==> src/rtl/console_ctrl.sv <==
// Text-console sequencer: writes glyphs at the cursor into char_buf, handles
// control characters, line wrap, and hardware scroll that blanks the new row.
module console_ctrl #(
  parameter int          COLS  = 70,
  parameter int          ROWS  = 30,
  parameter int          PROWS = 32,
  parameter logic [31:0] BLANK = 32'hFFF00020
) (
  input  logic        clock,
  input  logic        reset,
  input  logic        cmd_valid,
  output logic        cmd_ready,
  input  logic [31:0] cmd_data,
  output logic        buf_we,
  output logic [11:0] buf_addr,
  output logic [31:0] buf_data,
  output logic [6:0]  h_cur,
  output logic [4:0]  v_cur,
  output logic [4:0]  line_offset,
  output logic        busy
);

  localparam logic [7:0] CH_BS = 8'h08;
  localparam logic [7:0] CH_LF = 8'h0A;
  localparam logic [7:0] CH_FF = 8'h0C;
  localparam logic [7:0] CH_CR = 8'h0D;
  localparam logic [6:0] H_LAST = 7'(COLS - 1);
  localparam logic [4:0] V_LAST = 5'(ROWS - 1);
  localparam logic [4:0] R_LAST = 5'(PROWS - 1);

  typedef enum logic [2:0] {IDLE, EXEC, BS_WR, CLR_LINE, CLR_ALL, DONE} state_t;

  state_t      state_q, state_d;
  logic [6:0]  h_q, h_d, cnt_h_q, cnt_h_d;
  logic [4:0]  v_q, v_d, off_q, off_d, cnt_r_q, cnt_r_d;
  logic [31:0] cmd_q, cmd_d, data_q, data_d;
  logic [11:0] addr_q, addr_d;
  logic        we_q, we_d;
  logic        nl;
  logic [4:0]  prow;
  logic [7:0]  ch;

  assign prow = v_q + off_q;
  assign ch   = cmd_q[7:0];

  always_ff @(posedge clock or negedge reset) begin
    if (!reset) begin
      state_q <= CLR_ALL;
      h_q     <= '0;
      v_q     <= '0;
      off_q   <= '0;
      cnt_h_q <= '0;
      cnt_r_q <= '0;
      cmd_q   <= '0;
      we_q    <= 1'b0;
      addr_q  <= '0;
      data_q  <= '0;
    end else begin
      state_q <= state_d;
      h_q     <= h_d;
      v_q     <= v_d;
      off_q   <= off_d;
      cnt_h_q <= cnt_h_d;
      cnt_r_q <= cnt_r_d;
      cmd_q   <= cmd_d;
      we_q    <= we_d;
      addr_q  <= addr_d;
      data_q  <= data_d;
    end
  end

  always_comb begin
    state_d = state_q;
    h_d     = h_q;
    v_d     = v_q;
    off_d   = off_q;
    cnt_h_d = cnt_h_q;
    cnt_r_d = cnt_r_q;
    cmd_d   = cmd_q;
    we_d    = 1'b0;
    addr_d  = addr_q;
    data_d  = data_q;
    nl      = 1'b0;
    case (state_q)
      IDLE: begin
        if (cmd_valid) begin
          cmd_d   = cmd_data;
          state_d = EXEC;
        end
      end
      EXEC: begin
        state_d = IDLE;
        if (ch >= 8'h20 && ch <= 8'h7E) begin
          we_d    = 1'b1;
          addr_d  = {h_q, prow};
          data_d  = cmd_q;
          state_d = DONE;
          if (h_q == H_LAST) begin
            h_d = '0;
            nl  = 1'b1;
          end else begin
            h_d = h_q + 7'd1;
          end
        end else begin
          case (ch)
            CH_LF: begin
              h_d = '0;
              nl  = 1'b1;
            end
            CH_CR: h_d = '0;
            CH_BS: begin
              if (h_q != 7'd0) begin
                h_d     = h_q - 7'd1;
                state_d = BS_WR;
              end else if (v_q != 5'd0) begin
                h_d     = H_LAST;
                v_d     = v_q - 5'd1;
                state_d = BS_WR;
              end
            end
            CH_FF: begin
              h_d     = '0;
              v_d     = '0;
              off_d   = '0;
              cnt_h_d = '0;
              cnt_r_d = '0;
              state_d = CLR_ALL;
            end
            default: ;
          endcase
        end
        // Bottom-row newline: blank the row about to scroll in before advancing.
        if (nl) begin
          if (v_q < V_LAST) begin
            v_d = v_q + 5'd1;
          end else begin
            cnt_h_d = '0;
            cnt_r_d = 5'(ROWS) + off_q;
            state_d = CLR_LINE;
          end
        end
      end
      BS_WR: begin
        we_d    = 1'b1;
        addr_d  = {h_q, prow};
        data_d  = BLANK;
        state_d = DONE;
      end
      CLR_LINE: begin
        we_d   = 1'b1;
        addr_d = {cnt_h_q, cnt_r_q};
        data_d = BLANK;
        if (cnt_h_q == H_LAST) begin
          cnt_h_d = '0;
          off_d   = off_q + 5'd1;
          state_d = DONE;
        end else begin
          cnt_h_d = cnt_h_q + 7'd1;
        end
      end
      CLR_ALL: begin
        we_d   = 1'b1;
        addr_d = {cnt_h_q, cnt_r_q};
        data_d = BLANK;
        if (cnt_h_q == H_LAST) begin
          cnt_h_d = '0;
          cnt_r_d = cnt_r_q + 5'd1;
          if (cnt_r_q == R_LAST) state_d = DONE;
        end else begin
          cnt_h_d = cnt_h_q + 7'd1;
        end
      end
      // The last registered write is on the bus this cycle.
      DONE:    state_d = IDLE;
      default: state_d = IDLE;
    endcase
  end

  assign cmd_ready   = (state_q == IDLE);
  assign busy        = ~cmd_ready;
  assign buf_we      = we_q;
  assign buf_addr    = addr_q;
  assign buf_data    = data_q;
  assign h_cur       = h_q;
  assign v_cur       = v_q;
  assign line_offset = off_q;

endmodule

==> config.mk <==
export PLATFORM = sky130hd
export DESIGN_NAME = console_ctrl
export DESIGN_NICKNAME = d
export VERILOG_FILES = /design/src/rtl/console_ctrl.sv
export SDC_FILE = /design/constraint.sdc
export NUM_CORES = 1
export LEC_CHECK = 0
export ABC_CLOCK_PERIOD_IN_PS = 6000
export BUFFER_PORTS_ARGS = -buffer_cell sky130_fd_sc_hd__clkbuf_2
export CAP_MARGIN = 15
export CORE_ASPECT_RATIO = 1.75
export CORE_UTILIZATION = 45
export DETAILED_ROUTE_END_ITERATION = 8
export GPL_TIMING_DRIVEN = 0
export PLACE_DENSITY = 0.67
export SLEW_MARGIN = 10
export SYNTH_ARGS = -nofsm -noshare
export SYNTH_HDL_FRONTEND = slang
export SYNTH_SLANG_ARGS = --single-unit
export TNS_END_PERCENT = 50
==> constraint.sdc <==
create_clock -name clock -period 6 [get_ports clock]
set_input_delay 1.2 -clock clock [delete_from_list [all_inputs] [get_ports clock]]
set_output_delay 1.2 -clock clock [all_outputs]
set_load 0.005 [all_outputs]
After elaboration in Yosys (flattened, before gate mapping)
Cells that the tools add are included.
{ "word_totals": {"reg_bits": 109, "latch_bits": 0, "ramBits": 0, "rom_bits": 0, "in_bits": 35, "out_inout_bits": 64, "elab_cells": 110, "memories": 0} }
{ "op_classes": {"n_addsub": 9, "mul": 0, "n_div": 0, "order_cmp": 3, "n_eq_ne": 19, "shift": 0, "n_mux": 48, "bitwise": 1, "reduce_logical": 20} }
{ "op_table": {"columns": ["cell", "n"], "rows": [
  ["$mux W5", 13],
  ["$pmux W32 S2", 1],
  ["$mux W7", 9],
  ["$pmux W12 S3", 1],
  ["$eq A8 B4 Y1 const B", 4],
  ["$mux W32", 1],
  ["$pmux W5 S2", 3],
  ["$pmux W7 S2", 2],
  ["$mux W3", 7],
  ["$add A5 B1 Y5 const B", 3],
  ["$pmux W3 S5", 1],
  ["$add A7 B1 Y7 const B", 2],
  ["$eq A7 B7 Y1 const B", 2],
  ["$mux W12", 1],
  ["$ne A2 B2 Y1 const B", 6],
  ["$ge A8 B6 Y1 const B", 1],
  ["$le A8 B7 Y1 const B", 1],
  ["$reduce_and A2 Y1", 4],
  ["$reduce_and A4 Y1", 2],
  ["$reduce_bool A2 Y1", 4],
  ["$reduce_bool A7 Y1", 1],
  ["$sub A7 B1 Y7 const B", 1],
  ["$eq A3 B2 Y1 const B", 2],
  ["$pmux W3 S2", 1],
  ["20 further kinds", 27]
]} }

Depth between registers and ports, before layout
Gate-level depths: netlist of run 1.
{ "depth": {"depth_word": 8, "mapped_depth": 9, "mapped_depth_nobuf": 9} }

Worst setup path before layout of run 1
OpenSTA, ideal clock, no wires.
{ "synth_path": {"path_type": "reg-to-reg", "from": "reg cmd_q[4]", "to": "reg h_q[4], in the netlist h_cur[4]", "setup_ps": 132, "arrival_ps": 2300, "t_required_ps": 5868, "setup_slack_ps": 3569, "path_stages_with_launch": 8, "path_buffers": 1, "synth_period_minus_slack_ps": 2431, "cell_sequence": "dfrtp_1 or4b_4 or4_1 buf_2 a211o_4 a21o_4 a221oi_1 a21oi_1"} }
{ "synth_via": {"elab_chain_cells": 4, "word_cells_on_any_way": 13} }
{ "synth_rtl": {"columns": ["item", "line", "text"], "rows": [
  ["start, declared", "36", "logic [31:0] cmd_q, cmd_d, data_q, data_d;"],
  ["start signal, assigned", "65", "cmd_q <= cmd_d;"],
  ["$ge A8 B6 Y1 (tied with other cells)", "93", "if (ch >= 8'h20 && ch <= 8'h7E) begin"],
  ["$logic_and A1 B1 Y1 / $reduce_or A3 Y1 (equally long branches)", null, null],
  ["$ne A4 B4 Y1 (no line) (tied with other cells)", null, null],
  ["$reduce_and A3 Y1 (no line) / $mux W7 (equally long branches)", null, null],
  ["end signal, assigned", "49", "h_q <= '0;"],
  ["end signal, assigned", "60", "h_q <= h_d;"],
  ["end, declared", "34", "logic [6:0] h_q, h_d, cnt_h_q, cnt_h_d;"]
]} }
Parallel ways exist; a longest one is shown, timed or not.
A chain may end at the register's enable or synchronous reset.

Worst setup path in the final report of run 1
{ "layout_path": {"from": "reg cmd_q[4]", "to": "reg off_q[0], in the netlist line_offset[0]"} }
{ "layout_via": {"elab_chain_cells": 4, "word_cells_on_any_way": 7} }
{ "layout_rtl": {"columns": ["item", "line", "text"], "rows": [
  ["$ge A8 B6 Y1 / $le A8 B7 Y1 (equally long branches)", "93", null],
  ["$logic_and A1 B1 Y1", "93", null],
  ["$ne A2 B2 Y1 (no line)", null, null],
  ["$reduce_and A4 Y1 (no line) *", null, null],
  ["end signal, assigned", "51", "off_q <= '0;"],
  ["end signal, assigned", "62", "off_q <= off_d;"],
  ["end, declared", "35", "logic [4:0] v_q, v_d, off_q, off_d, cnt_r_q, cnt_r_d;"]
]} }
Every way passes the cells marked *; elsewhere a longest branch is shown, timed or not.

==> run_results.csv, run 1 <==
group,metric,value,unit
worst_setup_path,required,6.23,ns
sta,hold_viol,0,
synth,yosys_register_bits,109,
clock_tree,cts-root-buf,"clkbuf_16",
worst_setup_path,slowest_delay,0.66,ns
synth,synth_commonest_cells,"dfrtp_1 (108), nand2_1 (68), nor2_1 (52)",
worst_setup_path,start_kind,"flop",
placement,hpwl,10.3,mm
global_route,grt_start_max_net_pins,72,
die,core,0.0116,mm²
layout,post-route-util,54.9,%
power,leakage,2.96,nW
synth,synth_edf_count,0,
power,power,2.98,mW
die,die_h,147,µm
placement,dp.cells,789,
clock_tree,cts.sinks,109,
worst_setup_path,crit_family,"simple AND/OR/NAND/NOR gates",
clock_tree,cts_made_buffers,9,
clock_tree,clk_pin_slew_worst_paths,0.08,ns
placement,port_buffers,98,
die,initial_core_util,46.5,%
sta,rsz0062_at_grt,"no",
synth,synth_area_leaders,"dfrtp_1 (50%), mux2_2 (6.7%), nand2_1 (4.7%)",
routing,first_pass_iters,8,
die,fp-row-count,52,
worst_setup_path,critPathSlowestCell,"nor3_1",
clock_tree,postCtsHoldBufs,0,
clock_tree,cts_tree,"built",
status,violations,"design-rule violations",
layout,nNetsFinal,717,
synth,async_flop_share,100,%
worst_setup_path,critPathArrivalTime,3.00,ns
layout,final_cells,805,
die,ioPinCount,99,
sta,period_share,46.2,%
sta,worstMarginPinSlew,0.839,ns
synth,synth_cells,555,
die,die_w,84.9,µm
clock_tree,insertion_delay,0.35,ns
synth,yosysWarnings,0,
routing,drcViolationCount,4,
sta,setup_viol,0,
routing,detail-route-antenna-nets,0,
worst_setup_path,reg2reg_from,"cmd_q[4]$_DFFE_PN0P_",
worst_setup_path,worstPathMaxFanout,10,
synth,synth.top_cell.area_share,50.0,%
synth,synth-main-ff-cell,"dfrtp_1",
hold_path,hold_path.class,"reg2reg",
die,die_area,0.0125,mm²
global_route,antenna_found_initial,0,
synth,synth_area,0.00541,mm²
hold_path,whs_path_depth,2,
worst_setup_path,crit_chain,"or4b_4 > or4_1 > buf_2 > nor3_1 > nor2_1 > mux2_2",
power,p_per_area,466,mW/mm²
sta,maxSlewHeadroom,43.6,%
sta,fin_setup_tns,0,ns
clock_tree,h-tree-depth,3,
worst_setup_path,r2r_slack,3.23,ns
synth,yosysMostFrequentCell,"dfrtp_1",
sta,fin_ws,3.23,ns
placement,place_ws,3.19,ns
layout,final_area,0.00639,mm²
layout,n_fill_cell,1086,
clock_tree,ctsResizeCount,0,
routing,drt_iter0_drc,304,
global_route,grt_usage,22.7,%
hold_path,min-delay-start,"cmd_q[17]$_DFFE_PN0P_",
synth,syn-num-nets,607,
worst_setup_path,reg2reg_depth,6,
layout,insertedDiodeCount,0,
synth,synth_area_leader_cell,"dfrtp_1",
power,ir_worst_vdd,0.308,mV
sta,fmax,361,MHz
sta,fin_crit,2.77,ns
layout,drive_above_1_share,23.1,%
hold_path,hold_path_end,"buf_data[17]$_DFFE_PN0P_",
placement,post_dp_cell_area,0.00611,mm²
worst_setup_path,r2r_end,"line_offset[0]$_DFFE_PN0P_",
synth,synth_area_per_cell,9.75,µm²
sta,hold-worst-slack,0.470,ns
worst_setup_path,crit_path_end_kind,"flop",
global_route,grt_pass1_vias,4723,
sta,slew_viol_final,0,
status,outcome,"complete, but fails checks",
routing,wirelength,13.6,mm
routing,wl_per_cell,17.0,µm
routing,num_vias,4665,
synth,yosysUniqueCellTypes,59,
worst_setup_path,path_class,"reg2reg",
global_route,overflow,0,
sta,finalClockSkew,0.0101,ns
placement,place.gp.congestion,0.865,
global_route,grt_pass1_wl,22.6,mm
routing,post_drt_via_cell_ratio,5.80,
synth,ys_seq_area_share,50.4,%
worst_setup_path,crit_buf_inv,1,
layout,area_growth,18.1,%
clock_tree,post_cts.repair.setup_buffers,0,
flow_run,drv_cap,0,
clock_tree,clockBufferDepth,2,
## routing by layer
metal  global-route usage (%)  vias to the layer above  part of all wire, %
met2                     41.4                      155                   54
met1                     25.6                     2273                   38
met3                     4.55                       35                  4.9
met5                        0                        -                    0
li1                         -                     2202                    -
met4                     8.81                        0                  3.1
## cells in the final DEF, fill, tap and decap left out, types with 2 or more instances in the layout
cell type,count
and3_1,6
a221oi_1,5
nor3_1,23
a211o_1,2
and4_1,2
mux2_2,32
nor2b_1,2
nand3_1,34
o22ai_1,4
mux2i_1,6
a21oi_1,30
ha_1,16
o21ai_0,33
and2_1,2
xor2_1,5
nand3b_1,3
nor4_1,7
clkbuf_16,9
nand4_1,3
nor2_1,52
o211ai_1,2
nand2b_1,4
or2_2,2
o32ai_1,4
xnor2_1,4
or3_1,5
a2111oi_0,3
nand2_1,68
clkbuf_2,97
inv_1,15
a31oi_1,6
clkbuf_1,30
a221o_1,2
o31ai_1,4
clkinvlp_4,2
nor4b_1,3
dfrtp_1,108
inv_8,2
a21o_1,5
## area by class of cell
cell class / instances / area, µm² / area share (%)
flip-flops and latches: 109 / 2730 / 42.7
multi-input cells: 400 / 2510 / 39.2
repair buffers: 99 / 527 / 8.24
clock buffers: 10 / 229 / 3.58
well taps: 135 / 169 / 2.64
plain buffers: 31 / 118 / 1.84
inverters: 15 / 56.3 / 0.881
clock inverters: 6 / 55.1 / 0.862
## where the power goes
group	switching, mW	internal [mW]	leakage (nW)
sequential	0.222	1.01	1.33
clock	0.283	0.290	0.133
combinational	0.684	0.489	1.49
total	1.19	1.79	2.96
## how the worst max path moves through the flow
stage | end | depth (start not counted) | startpoint | slack (ns)
floorplan | h_cur[4]$_DFFE_PN0P_ | 7 | cmd_q[4]$_DFFE_PN0P_ | 3.57
global placement | buf_data[22]$_DFFE_PN0P_ | 1 | reset | 2.21
detailed placement | cmd_q[9]$_DFFE_PN0P_ | 5 | cmd_valid | 3.19
CTS | cmd_ready | 4 | state_q[1]$_DFFE_PN0P_ | 3.23
global route | line_offset[0]$_DFFE_PN0P_ | 6 | cmd_q[4]$_DFFE_PN0P_ | 3.05
finish | line_offset[0]$_DFFE_PN0P_ | 6 | cmd_q[4]$_DFFE_PN0P_ | 3.23
## flip-flops by register name (all words and copies together) (netlist names), 3 cells and up
name	cells
buf_data	32
cmd_q	32
buf_addr	12
cnt_h_q	7
h_cur	7
cnt_r_q	5
line_offset	5
v_cur	5
state_q	3
## kinds of logic after synthesis
kind of cell / Yosys count / synth area share (%)
buffers and inverters: 46 / 3.21
AOI/OAI and AO/OA: 114 / 13.7
xor gates and xnor gates: 9 / 1.46
DFF: 109 / 50.4
and+or+nand+nor: 222 / 19.4
muxes: 38 / 7.77
adders and majority gates: 17 / 4.07
## tightest hold or removal path, cell delays in order (launching register included)
cell and delay (ns):
dfrtp_1 0.34, nand2_1 0.05, nand2_1 0.05
Note: power is estimated with default switching activity, not from simulation.
==> run 2, diff against run 1 <==
- ABC_CLOCK_PERIOD_IN_PS: 6000 -> 2400
- PLACE_DENSITY: 0.67 -> 0.69
- clock period: 6 -> 2.4 ns (I/O delays scaled with it)
==> run 2 against run 1 <==
  * The run ends with design-rule violations, negative setup slack left
  * Clock power increased to 2.7 times the previous value
  * Design area increased by 3.7%
  * Sequential share of layout area decreased by 1.5 points
  * Setup slack got worse by 3.3 ns
  * Wire length increased by 5.2%
  * First-iteration DRC count decreased by 16%
  * Largest power group is now combinational logic
  * Worst hold slack got worse by 0.40 ns
  * Cell count increased by 0.62%
  * Critical path depth unchanged
==> run_results.csv, run 2 (synthesis gave the netlist of run 1 again) <==
group,metric,value,unit
routing,drcViolationCount,5,
routing,wl_per_cell,17.7,µm
sta,period_share,102,%
sta,fin_ws,-0.0476,ns
global_route,grt_start_max_net_pins,58,
sta,slew_viol_final,0,
sta,hold_viol,0,
global_route,grt_pass1_wl,23.2,mm
clock_tree,h-tree-depth,3,
sta,finalClockSkew,0.00992,ns
global_route,grt_pass1_vias,4814,
power,ir_worst_vdd,0.595,mV
sta,worstMarginPinSlew,0.658,ns
layout,insertedDiodeCount,0,
routing,drt_iter0_drc,255,
status,violations,"design-rule violations, negative setup slack",
die,fp-row-count,52,
power,leakage,3.07,nW
routing,post_drt_via_cell_ratio,5.88,
routing,num_vias,4761,
die,die_h,147,µm
power,p_per_area,1190,mW/mm²
routing,wirelength,14.4,mm
worst_setup_path,crit_path_end_kind,"flop",
hold_path,hold_path.class,"in2async",
placement,port_buffers,98,
routing,detail-route-antenna-nets,0,
worst_setup_path,slowest_delay,0.56,ns
layout,drive_above_1_share,29.0,%
placement,place.gp.congestion,0.880,
sta,rsz0062_at_grt,"yes",
layout,layout_common_cells,"dfrtp_1 (107), clkbuf_2 (106), nand2_1 (68)",
layout,n_fill_cell,1053,
placement,hpwl,10.5,mm
die,initial_core_util,46.5,%
worst_setup_path,start_kind,"flop",
clock_tree,insertion_delay,0.36,ns
routing,first_pass_iters,9,
worst_setup_path,critPathSlowestCell,"or4b_4",
global_route,overflow,0,
status,outcome,"complete, but fails checks",
worst_setup_path,path_class,"reg2reg",
clock_tree,clk_pin_slew_worst_paths,0.08,ns
layout,layout_commonest_cell,"dfrtp_1",
clock_tree,postCtsHoldBufs,0,
flow_run,drv_cap,0,
worst_setup_path,worstPathMaxFanout,5,
sta,setup_viol,8,
clock_tree,cts-root-buf,"clkbuf_16",
layout,nNetsFinal,722,
die,die_w,84.9,µm
sta,fmax,409,MHz
die,die_area,0.0125,mm²
worst_setup_path,crit_chain,"or4b_4 > or4_4 > a211o_4 > a21o_4 > a221oi_2 > a21oi_1",
sta,maxSlewHeadroom,56.1,%
worst_setup_path,critPathArrivalTime,2.69,ns
die,ioPinCount,99,
clock_tree,cts_tree,"built",
worst_setup_path,required,2.64,ns
layout,post-route-util,56.9,%
global_route,grt_usage,23.7,%
clock_tree,cts.sinks,109,
layout,area_growth,22.4,%
sta,fin_crit,2.45,ns
placement,place_ws,-0.303,ns
clock_tree,clockBufferDepth,2,
die,core,0.0116,mm²
clock_tree,cts_made_buffers,9,
global_route,antenna_found_initial,0,
[run 2: cell count changes in the layout (fill, tap and decap cells not counted), sizes merged]
cell / previous run / this run
a21o: 6 / 7
buf: 3 / 11
bufinv: 0 / 1
clkbuf: 137 / 133
clkinvlp: 2 / 0
inv: 18 / 19
[run 2: cell type report]
class / instances / area (µm²) / area share [%]
Buffer: 26 / 113 / 1.70
Clock buffer: 10 / 229 / 3.46
Clock inverter: 6 / 78.8 / 1.19
Inverter: 15 / 56.3 / 0.850
Multi-Input combinational cell: 401 / 2630 / 39.7
Sequential cell: 109 / 2730 / 41.2
Tap cell: 135 / 169 / 2.55
Timing Repair Buffer: 108 / 619 / 9.35
[run 2: timing repair]
item,4_1_cts,5_1_grt
hold endpoints to repair,0,0
setup buffers,9,0
gates resized for setup,12,26
cloned,1,0
pin swaps,3,1
endpoints found under the setup margin,96,63
[run 2: through the flow]
| step | hold slack (ns) | setup TNS, ns | std cells | total power, mW | area [µm²] |
|---|---|---|---|---|---|
| 2_1_floorplan | 0.184 | -0.0509 | 555 | 4.99 | 5450 |
| 3_5_place_dp | 0.460 | -13.02 | 789 | 6.12 | 6140 |
| 5_1_grt | 0.105 | -0.824 | 810 | 8.37 | 6620 |
| 6_report | 0.0664 | -0.141 | 810 | 7.85 | 6620 |
| 3_3_place_gp | 0.443 | -73.77 | 788 | 5.96 | 6100 |
| 4_1_cts | 0.0873 | -0.0658 | 812 | 7.81 | 6570 |
[run 2: worst paths after layout]
| check | startpoint | endpoint | slack (ns) | cells past startpoint |
|---|---|---|---|---|
| max | cmd_q[5]$_DFFE_PN0P_ | h_cur[6]$_DFFE_PN0P_ | -0.05 | 6 |
| min | reset | h_cur[5]$_DFFE_PN0P_ | 0.07 | 1 |
| max reg2reg | cmd_q[5]$_DFFE_PN0P_ | h_cur[6]$_DFFE_PN0P_ | -0.05 | 6 |
| min reg2reg | cmd_q[11]$_DFFE_PN0P_ | buf_data[11]$_DFFE_PN0P_ | 0.48 | 2 |
| max in group asynchronous | reset | v_cur[0]$_DFFE_PN0P_ | 1.71 | 2 |
| min in group clock | cmd_data[2] | cmd_q[2]$_DFFE_PN0P_ | 0.34 | 3 |
[run 2: per-layer routing]
layer  GRT usage, %  wire [µm]  vias to the layer above  part of all wire (%)
met5              0          0                        -                     0
li1               -          -                     2223                     -
met2           44.1       7880                      145                    55
met3           3.76        552                       27                   3.8
met4           11.9        419                        0                   2.9
met1           25.6       5510                     2366                    38
[run 2: worst max-delay path, delay by kind of cell, from the launching register on]
kind	cells	cell delay (ns)
and+or+nand+nor	2	1.04
AOI/OAI and AO/OA	4	0.91
DFF	1	0.39
[run 2: power by group]
| part | total, mW | internal [mW] | switching, mW |
|---|---|---|---|
| Clock | 1.56 | 0.835 | 0.728 |
| Combinational | 3.16 | 1.33 | 1.83 |
| Sequential | 3.12 | 2.53 | 0.598 |
| Total | 7.85 | 4.69 | 3.16 |
==> run 3, diff against run 2 <==
- CORE_ASPECT_RATIO: 1.75 -> 1.5
- SKIP_LAST_GASP: default -> 1
==> run 3 against run 2 <==
  * The run ends with negative setup slack left
  * Critical path depth up 1
  * Utilization up 0.15 points
  * Sequential share of layout area up 0.086 points
  * Cell count up 2.1%
  * Wire length down 4.8%
  * Worst hold slack better by 0.0079 ns
  * Non-clock buffer count up 2
  * Die area about the same
  * Clock skew down 0.0033 ns
  * First-iteration DRC count up 73%
  * Critical path type unchanged
  * Largest power group unchanged
==> run_results.csv, run 3 (synthesis gave the netlist of run 1 again) <==
group,metric,value,unit
power,power,7.75,mW
global_route,grt_use_met1,27.1,%
sta,fin_crit,2.44,ns
global_route,grt_pass1_wl,22.6,mm
power,pwr-share-seq,40.0,%
sta,hold-worst-slack,0.0743,ns
sta,maxSlewHeadroom,58.0,%
die,die_h,136,µm
worst_setup_path,critPathSlowestCell,"or4b_4",
layout,nNetsFinal,724,
routing,post_drt_via_cell_ratio,5.65,
placement,place.gp.congestion,0.847,
routing,detail-route-antenna-nets,0,
layout,n_fill_cell,1049,
power,swShare,39.4,%
worst_setup_path,path_class,"reg2reg",
global_route,overflow,0,
clock_tree,cts_tree,"built",
layout,layout_commonest_cell,"dfrtp_1",
clock_tree,postCtsHoldBufs,0,
global_route,antenna_found_initial,0,
die,die_area,0.0125,mm²
clock_tree,clockBufferDepth,2,
layout,area_growth,22.2,%
status,violations,"negative setup slack",
sta,hold_viol,0,
power,leakage,3.05,nW
layout,insertedDiodeCount,0,
worst_setup_path,slowest_delay,0.52,ns
placement,dp.cells,804,
worst_setup_path,reg2reg_depth,7,
die,die_w,91.5,µm
hold_path,hold_path.class,"in2async",
placement,post_dp_cell_area,0.00616,mm²
layout,final_cells,827,
clock_tree,h-tree-depth,3,
sta,period_share,102,%
routing,num_vias,4672,
worst_setup_path,reg2reg_from,"cmd_q[6]$_DFFE_PN0P_",
routing,wl_per_cell,16.5,µm
global_route,grt_start_max_net_pins,56,
worst_setup_path,crit_chain,"or4b_4 > buf_4 > nor4_2 > a21o_1 > nand2_1 > a2111oi_1 > a211o_1",
power,internal-power,4.70,mW
die,fp-row-count,48,
clock_tree,insertion_delay,0.35,ns
sta,fin_ws,-0.0443,ns
layout,final_area,0.00661,mm²
sta,fmax,409,MHz
power,p_comb_share,40.2,%
worst_setup_path,critPathArrivalTime,2.73,ns
die,ioPinCount,99,
worst_setup_path,start_kind,"flop",
routing,drt_iter0_drc,442,
clock_tree,cts-root-buf,"clkbuf_16",
global_route,met2_usage,40.9,%
sta,finalClockSkew,0.00660,ns
flow_run,drv_cap,0,
global_route,grt-busiest-layer,"met2",
global_route,grt_pass1_vias,4659,
worst_setup_path,required,2.69,ns
placement,port_buffers,98,
worst_setup_path,crit_path_end_kind,"flop",
power,p_switching,3.06,mW
layout,drive_above_1_share,28.7,%
routing,first_pass_iters,5,
routing,drcViolationCount,0,
sta,rsz0062_at_grt,"yes",
clock_tree,clk_pin_slew_worst_paths,0.07,ns
clock_tree,cts.sinks,109,
die,initial_core_util,46.7,%
status,outcome,"complete, but fails checks",
routing,wirelength,13.7,mm
power,clkPwrFrac,19.7,%
worst_setup_path,r2r_slack,-0.04,ns
worst_setup_path,worstPathMaxFanout,6,
global_route,met3_usage,4.42,%
power,ir_worst_vdd,0.674,mV
clock_tree,cts_made_buffers,9,
placement,hpwl,9.97,mm
global_route,grt_usage,23.0,%
sta,slew_viol_final,0,
sta,worstMarginPinSlew,0.630,ns
die,core,0.0116,mm²
worst_setup_path,r2r_end,"cnt_r_q[0]$_DFFE_PN0P_",
power,p_per_area,1170,mW/mm²
sta,setup_viol,1,
placement,place_ws,-0.322,ns
layout,layout_common_cells,"dfrtp_1 (107), clkbuf_2 (103), nand2_1 (68)",
-- run 3: final cells by class --
class                           instances  area, µm²  share of cell area (%)
Sequential cell                       109       2730                    41.3
Multi-Input combinational cell        401       2610                    39.4
Timing Repair Buffer                  109        602                    9.10
Clock buffer                           10        239                    3.62
Tap cell                              150        188                    2.84
Buffer                                 27        120                    1.82
Clock inverter                          6       67.6                    1.02
Inverter                               15       56.3                   0.852
-- run 3: critical path: cells and delay by family, from the launching register on --
| kind | cells | cell delay [ns] |
|---|---|---|
| simple gates | 3 | 1.06 |
| compound gates | 3 | 0.77 |
| flops | 1 | 0.40 |
| buf+inv | 1 | 0.16 |
-- run 3: what timing repair did --
item                                    CTS  global route
resized for setup                        11            25
endpoints found under the setup margin   94            92
cloned                                    1             0
pin swaps                                 2             1
setup buffers                             9             1
-- run 3: routing by layer --
layer	vias to the layer above	wire, µm	part of all wire, %
met3	25	663	4.9
met5	-	0	0
li1	2215	-	-
met2	158	7140	52
met1	2274	5520	40
met4	0	354	2.6
-- run 3: worst max path at each step --
stage | startpoint | end | slack [ns] | cells after the start
after global routing | cmd_q[6]$_DFFE_PN0P_ | cnt_r_q[0]$_DFFE_PN0P_ | -0.14 | 7
after CTS | h_cur[1]$_DFFE_PN0P_ | v_cur[3]$_DFFE_PN0P_ | -0.06 | 9
after global placement | reset | cmd_q[22]$_DFFE_PN0P_ | -0.63 | 1
final | cmd_q[6]$_DFFE_PN0P_ | cnt_r_q[0]$_DFFE_PN0P_ | -0.04 | 7
after floorplan | cmd_q[6]$_DFFE_PN0P_ | h_cur[6]$_DFFE_PN0P_ | -0.01 | 7
after detailed placement | cmd_q[6]$_DFFE_PN0P_ | line_offset[0]$_DFFE_PN0P_ | -0.32 | 6
-- run 3: power groups by stage --
stage / logic (mW) / registers (mW) / clock network (mW)
final: 3.12 / 3.10 / 1.53
after CTS: 3.09 / 3.09 / 1.56
after global placement: 2.88 / 3.07 / 0
after floorplan: 2.00 / 3.00 / 0
after detailed placement: 2.98 / 3.11 / 0
after global routing: 3.48 / 3.20 / 1.64
-- run 3: per-stage QoR --
stage / utilization (%) / TNS (ns)
floorplan: - / -0.0509
global placement: 52.8 / -73.54
detailed placement: 53.1 / -9.94
CTS: 56.6 / -0.135
global route: 57.0 / -0.580
finish: 57.0 / -0.0443
